File: config.mk
export PLATFORM = sky130hd
export DESIGN_NAME = rvecc_scrub_ctrl
export DESIGN_NICKNAME = d
export VERILOG_FILES = /design/src/rtl/rvecc_scrub_ctrl.sv
export SDC_FILE = /design/constraint.sdc
export NUM_CORES = 1
export LEC_CHECK = 0
export CELL_PAD_IN_SITES_DETAIL_PLACEMENT = 1
export CELL_PAD_IN_SITES_GLOBAL_PLACEMENT = 1
export CORE_MARGIN = 3
export CORE_UTILIZATION = 38
export CTS_CLUSTER_SIZE = 40
export DETAILED_ROUTE_END_ITERATION = 12
export HOLD_SLACK_MARGIN = 0.05
export PLACE_DENSITY = 0.87
export SLEW_MARGIN = 20
export SYNTH_ARGS = -nofsm -noshare
export SYNTH_HDL_FRONTEND = slang
export SYNTH_SLANG_ARGS = --single-unit
File: constraint.sdc
create_clock -name clk -period 2.7 [get_ports clk]
set_clock_uncertainty 0.15 [all_clocks]
set_input_delay 0.54 -clock clk [delete_from_list [all_inputs] [get_ports clk]]
set_output_delay 0.54 -clock clk [all_outputs]
set_load 0.01 [all_outputs]
File: src/rtl/rvecc_scrub_ctrl.sv
// ECC scrub controller: queues single-bit-error corrected words for write-back,
// counts single/double errors and logs the first double-error address.
module rvecc_scrub_ctrl #(
  parameter int AW    = 16,
  parameter int DEPTH = 2,
  parameter int CNT_W = 16
) (
  input  logic             clk,
  input  logic             rst,
  input  logic             en,
  input  logic             clr,
  input  logic             rd_valid,
  input  logic [AW-1:0]    rd_addr,
  input  logic [31:0]      rd_data,
  input  logic [6:0]       rd_ecc,
  input  logic             rd_sb_err,
  input  logic             rd_db_err,
  output logic             wb_valid,
  input  logic             wb_ready,
  output logic [AW-1:0]    wb_addr,
  output logic [31:0]      wb_data,
  output logic [6:0]       wb_ecc,
  output logic [CNT_W-1:0] sb_cnt,
  output logic [CNT_W-1:0] db_cnt,
  output logic             db_flag,
  output logic [AW-1:0]    db_addr,
  output logic             ovf
);
  localparam int PW = (DEPTH > 1) ? $clog2(DEPTH) : 1;

  typedef struct packed {
    logic [AW-1:0] addr;
    logic [31:0]   data;
    logic [6:0]    ecc;
  } ent_t;

  ent_t [DEPTH-1:0] mem_q, mem_d;
  logic [DEPTH-1:0] vld_q, vld_d, hit;
  logic [PW-1:0]    head_q, head_d, tail_q, tail_d;
  logic [CNT_W-1:0] sb_cnt_q, sb_cnt_d, db_cnt_q, db_cnt_d;
  logic [AW-1:0]    db_addr_q, db_addr_d;
  logic             db_flag_q, db_flag_d, ovf_q, ovf_d;
  logic             sb_evt, db_evt, enq_req, full, deq, drop;

  function automatic logic [PW-1:0] ptr_inc(input logic [PW-1:0] p);
    return (p == PW'(DEPTH-1)) ? '0 : p + PW'(1);
  endfunction

  // A read flagged both single and double is treated as a double error.
  assign sb_evt   = rd_valid & rd_sb_err & ~rd_db_err;
  assign db_evt   = rd_valid & rd_db_err;
  assign enq_req  = sb_evt & en;
  assign full     = &vld_q;
  assign wb_valid = |vld_q;
  assign deq      = wb_valid & wb_ready;
  assign wb_addr  = mem_q[head_q].addr;
  assign wb_data  = mem_q[head_q].data;
  assign wb_ecc   = mem_q[head_q].ecc;

  // The head leaving this cycle cannot absorb a merge; a fresh entry is taken.
  for (genvar i = 0; i < DEPTH; i++) begin : g_hit
    assign hit[i] = vld_q[i] && (mem_q[i].addr == rd_addr) && !(deq && head_q == PW'(i));
  end

  always_comb begin
    mem_d  = mem_q;
    vld_d  = vld_q;
    head_d = head_q;
    tail_d = tail_q;
    drop   = 1'b0;
    if (deq) begin
      vld_d[head_q] = 1'b0;
      head_d        = ptr_inc(head_q);
    end
    if (enq_req) begin
      if (|hit) begin
        for (int i = 0; i < DEPTH; i++) begin
          if (hit[i]) begin
            mem_d[i].data = rd_data;
            mem_d[i].ecc  = rd_ecc;
          end
        end
      end else if (!full || deq) begin
        mem_d[tail_q] = {rd_addr, rd_data, rd_ecc};
        vld_d[tail_q] = 1'b1;
        tail_d        = ptr_inc(tail_q);
      end else begin
        drop = 1'b1;
      end
    end
  end

  always_comb begin
    sb_cnt_d  = sb_cnt_q;
    db_cnt_d  = db_cnt_q;
    db_flag_d = db_flag_q;
    db_addr_d = db_addr_q;
    ovf_d     = ovf_q | drop;
    if (sb_evt && sb_cnt_q != '1) sb_cnt_d = sb_cnt_q + CNT_W'(1);
    if (db_evt && db_cnt_q != '1) db_cnt_d = db_cnt_q + CNT_W'(1);
    if (db_evt && !db_flag_q) begin
      db_flag_d = 1'b1;
      db_addr_d = rd_addr;
    end
    if (clr) begin
      sb_cnt_d  = '0;
      db_cnt_d  = '0;
      db_flag_d = 1'b0;
      db_addr_d = '0;
      ovf_d     = 1'b0;
    end
  end

  always_ff @(posedge clk) begin
    if (rst) begin
      mem_q     <= '0;
      vld_q     <= '0;
      head_q    <= '0;
      tail_q    <= '0;
      sb_cnt_q  <= '0;
      db_cnt_q  <= '0;
      db_flag_q <= 1'b0;
      db_addr_q <= '0;
      ovf_q     <= 1'b0;
    end else begin
      mem_q     <= mem_d;
      vld_q     <= vld_d;
      head_q    <= head_d;
      tail_q    <= tail_d;
      sb_cnt_q  <= sb_cnt_d;
      db_cnt_q  <= db_cnt_d;
      db_flag_q <= db_flag_d;
      db_addr_q <= db_addr_d;
      ovf_q     <= ovf_d;
    end
  end

  assign sb_cnt  = sb_cnt_q;
  assign db_cnt  = db_cnt_q;
  assign db_flag = db_flag_q;
  assign db_addr = db_addr_q;
  assign ovf     = ovf_q;
endmodule

# Word level (Yosys, flattened, before mapping)
# Cells that the tools add are included.
[word_totals]
romBits = 0
mem_count = 0
in_bits = 63
latchBits = 0
ram_bits = 0
register_bits = 164
out_inout_bits = 106
[classes]
n_reduce_logical = 24
bitwise = 12
n_addsub = 4
eq_ne = 6
n_mul = 0
mux = 23
n_shift = 0
n_div = 0
magnitude_cmp = 4
[op_table]
columns = ["operator", "n"]
rows = [
  ["55-bit 2-to-1 mux", 3],
  ["39-bit 2-to-1 mux", 4],
  ["110-bit bitwise mux", 1],
  ["94-bit 2-to-1 mux", 1],
  ["55-bit demux with 1-bit select", 1],
  ["16-bit by 1-bit adder with 16-bit output, second input constant", 2],
  ["16-bit equality test", 2],
  ["16-bit inequality test, second input constant", 2],
  ["1-bit logical AND", 11],
  ["3-bit AND reduction", 3],
  ["2-bit 2-to-1 mux", 4],
  ["1-bit 2-to-1 mux", 7],
  ["2-bit OR reduction", 3],
  ["1-bit bitwise AND", 5],
  ["1-bit logical NOT", 4],
  ["1-bit by 2-bit < comparator with 1-bit output, second input constant", 2],
  ["2-bit inequality test, second input constant", 2],
  ["1-bit NOT", 3],
  ["1-bit adder, second input constant", 2],
  ["2-bit bitwise AND", 1],
  ["1-bit demux with 1-bit select", 2],
  ["1-bit >= comparator, second input constant", 2],
  ["2-bit NOT", 1],
  ["2-bit bitwise OR", 1],
  ["4 further kinds", 4],
]

# Longest topological paths before layout
[depth]
word_depth = 11
mapped_depth = 9
depth_no_buf = 8

# Least setup slack after synthesis
# OpenSTA, ideal clock, no wires.
[synth_path]
path_kind = "input to register"
start = "in wb_ready"
end = "reg mem_q[91] (netlist bit)"
path_buffers = 2
stages = 9
arrival_time_ps = 2045
setup_slack_ps = 378
cell_sequence = "a21boi_1 nand4_1 nor4_2 nand4_2 o21bai_2 buf_6 buf_8 mux2i_1 nor2_1"
[synth_between]
elab_chain_len = 7
[synth_rtl]
columns = ["element", "line_no", "text"]
rows = [
  ["from (decl)", "19", "input logic wb_ready,"],
  ["1-bit bitwise AND (*)", "55", "assign deq = wb_valid & wb_ready;"],
  ["1-bit logical AND", "62", "assign hit[i] = vld_q[i] && (mem_q[i].addr == rd_addr) && !(deq && head_q == PW'(i));"],
  ["1-bit logical NOT", "62", ""],
  ["1-bit logical AND", "62", ""],
  ["2-bit OR reduction", "76", "if (|hit) begin"],
  ["2-bit inequality test (no source line) / 2-bit nonzero test (equally long branches)", "n/a", ""],
  ["3-bit AND reduction (no source line)", "n/a", ""],
  ["to (signal assigned)", "126", "mem_q <= mem_d;"],
  ["to (decl)", "37", "ent_t [DEPTH-1:0] mem_q, mem_d;"],
]
# Every way passes the cells marked *; elsewhere a longest branch is shown, timed or not.
# A chain may end at the register's enable or synchronous reset.

# Worst setup path in the final report
[layout_path]
start = "in rd_addr[8]"
end = "reg mem_q[104] (netlist bit)"
[layout_between]
elab_chain_len = 6
[layout_rtl]
columns = ["element", "line_no", "text"]
rows = [
  ["from (decl)", "13", "input logic [AW-1:0] rd_addr,"],
  ["16-bit equality test", "62", ""],
  ["1-bit logical AND (2 in a row)", "62", ""],
  ["2-bit OR reduction (*)", "76", ""],
  ["1-bit NOT (no source line) (*)", "n/a", ""],
  ["3-bit AND reduction (no source line) (*)", "n/a", ""],
]
# Marks and branches as above.

==> flow_metrics.env <==
export IMPL_place_inst=1135
export IMPL_clk_pin_slew_ns=0.07
export IMPL_grt_pass1_vias=6371
export IMPL_hpwl_um=14800
export IMPL_hold_class="register to register"
export IMPL_end_kind="register"
export IMPL_place_gp_congestion=0.803
export IMPL_final_min_period_over_clock_period=1.00
export IMPL_async_reset_ff_frac=0
export IMPL_fmax_ghz=0.370
export IMPL_finalNonFillerCells=1173
export IMPL_cpPeakStageDelay_ns=0.58
export IMPL_die_y_um=143
export IMPL_n_fill_cell=2017
export IMPL_tritoncts="yes"
export IMPL_wl_per_cell_um=18.6
export IMPL_yosysSeqAreaShare=0.461
export IMPL_cp_cell_sequence="clkdlybuf4s50_1 > xnor2_2 > nand4_1 > nor4_2 > nand4_2 > buf_4 > nand2_2 > buf_12 > mux2i_1 > nor2_1"
export IMPL_cts_sinks=164
export IMPL_ioPinCount=169
export IMPL_root_buffer="clkbuf_16"
export IMPL_vias=5946
export IMPL_syn_inst=731
export IMPL_arrival_ns=2.83
export IMPL_leakage_nw=3.93
export IMPL_slowest_stage="clkdlybuf4s50_1"
export IMPL_grt_max_degree=115
export IMPL_portBuffers=168
export IMPL_path_class="input pin to register"
export IMPL_grt_usage=0.208
export IMPL_fin_nets=996
export IMPL_path_max_fanout=13
export IMPL_violations="setup timing"
export IMPL_timing_slew_headroom=0.338
export IMPL_areaGrowthSynthToFinish_pct=42.7
export IMPL_status="finished, violations left"
export IMPL_clock_path_buffers=2
export IMPL_die_area_mm2=0.0204
export IMPL_cp_required_ns=2.83
export IMPL_fin_ws_ns=-0.00125
export IMPL_ys_ff_latch=164
export IMPL_ys_top_cells_by_count="dfxtp_1, nor2_1, mux2i_1"
export IMPL_startpoint_type="input pin"
export IMPL_h_tree_depth=4
export IMPL_synth_edff_count=0
export IMPL_setup_viol=1
export IMPL_drt_wl_total_um=21900
export IMPL_die_width_um=143
export IMPL_diodes=0
export IMPL_firstDrtPassIters=4
export IMPL_drive_above_1_share=0.163
export IMPL_core_area_mm2=0.0182
export IMPL_synth_largest_area_cell="dfxtp_1"
export IMPL_fin_crit_ns=2.70
export IMPL_cts_buffers=17
export IMPL_yosysMostFrequentCell="dfxtp_1"
export IMPL_synth_cell_area_mm2=0.00713
export IMPL_grt_pass1_wl_um=33500
export IMPL_regArea_mm2=0.00328
export IMPL_worst_pin_slew_ns=0.993
export IMPL_grt_setup_unrepaired="true"
export IMPL_antenna_found_initial=0
export IMPL_gr_total_overflow=0
export IMPL_synth_top_area_frac=0.461
export IMPL_postRouteAntennaNets=0
export IMPL_yosysWarnings=0
export IMPL_ir_drop_mv=0.438
export IMPL_multi_input_area_mm2=0.00368
export IMPL_vias_per_cell=5.07
export IMPL_start_util=0.391
export IMPL_cap_viol_max_count=0
export IMPL_synthFlopType="dfxtp_1"
export IMPL_drc=0
export IMPL_drt_iter0_drc=238
export IMPL_avgSynthCellArea_um2=9.75
export IMPL_cts_hold_repair_buffers=0
export IMPL_yosysUniqueCellTypes=39
export IMPL_rows=49
export IMPL_syn_nets=796
export IMPL_power_density_mw_per_mm2=557
export IMPL_ys_top_cells_by_area="dfxtp_1, mux2i_1, mux2_2"
export IMPL_hold_viol_final=0
export IMPL_clkLatencyLatePin_ns=0.43
export IMPL_total_power_mw=5.66
export IMPL_slew_violations=0
placed cells by master, fill, tap and decap left out, types with 8 or more instances in the layout:
master / Yosys / layout
dlymetal6s2s_1: 0 / 9
clkdlybuf4s50_1: 0 / 157
mux2_2: 55 / 55
nand3_1: 13 / 13
o21ai_0: 8 / 8
xnor2_1: 37 / 33
or3_1: 8 / 8
nand4_1: 15 / 15
dfxtp_1: 164 / 163
mux2i_1: 112 / 111
nor2_1: 146 / 146
a21oi_1: 28 / 28
nand2_1: 48 / 48
buf_12: 0 / 8
xor2_1: 19 / 19
clkbuf_16: 0 / 19
buf_4: 6 / 40
final timing paths:
| path | startpoint | end | slack [ns] | cells past startpoint |
|---|---|---|---|---|
| setup reg to reg | mem_q[107] | mem_q[104] | 0.19 | 9 |
| hold reg to reg | db_addr[7] | db_addr[7] | 0.30 | 2 |
| hold / removal | db_addr[7] | db_addr[7] | 0.30 | 2 |
| setup / recovery | rd_addr[8] | mem_q[104] | -0.001 | 10 |
critical path, delay by kind of cell:
family,cells,cell delay [ns]
buffers and inverters,3,0.98
AND/OR/NAND/NOR,5,0.90
multiplexers,1,0.26
XOR/XNOR,1,0.15
timing repair:
item                                    CTS  global route
endpoints found under the setup margin   39            79
gates resized for setup                   6            15
cloned                                    0             2
pin swaps                                 1             8
setup buffers                             1             3
per-layer routing:
layer	wire length, um	GRT usage
met5	0	0
met2	10800	0.355
met4	492	0.0780
met3	1210	0.0576
met1	9370	0.251
area by class of cell:
| type | count | share of cell area |
|---|---|---|
| Multi-Input combinational cell | 523 | 0.362 |
| Sequential cell | 164 | 0.323 |
| Timing Repair Buffer | 220 | 0.220 |
| Clock buffer | 20 | 0.0429 |
| Tap cell | 229 | 0.0282 |
| Clock inverter | 12 | 0.0221 |
| Inverter | 5 | 0.00185 |
report_power, final:
group	switching (mW)	total, mW	internal, mW
logic	0.204	0.435	0.232
registers	0.0195	2.47	2.45
clock network	1.02	2.76	1.74
total	1.24	5.66	4.42
through the flow:
step	area [um^2]	setup slack (ns)	setup TNS (ns)	utilization	hold WS [ns]
final	10200	-0.00125	-0.00125	0.559	0.305
after global routing	10200	-0.0527	-1.00	0.559	0.328
after detailed placement	9340	-0.466	-40.85	0.513	0.301
after floorplan	7130	0.378	0	-	0.304
after CTS	10000	0.0132	0	0.551	0.308
after global placement	9340	-0.335	-32.77	0.513	0.292
flip-flops by register name, summed over array words and instances, names as in the netlist:
name / cells
ovf: 1
db_cnt: 16
db_flag: 1
tail_q: 1
sb_cnt: 16
head_q: 1
vld_q: 2
mem_q: 110
db_addr: 16
logic make-up after synthesis:
family | count (synthesis) | synth area share
AND/OR/NAND/NOR | 253 | 0.154
multiplexers | 167 | 0.244
flip-flops | 164 | 0.461
XOR/XNOR | 56 | 0.0688
AO/OA/AOI/OAI | 45 | 0.0365
buffers and inverters | 44 | 0.0321
adder cells (fa/ha/maj) | 2 | 0.00351
Power figures use the tool's default switching activity.
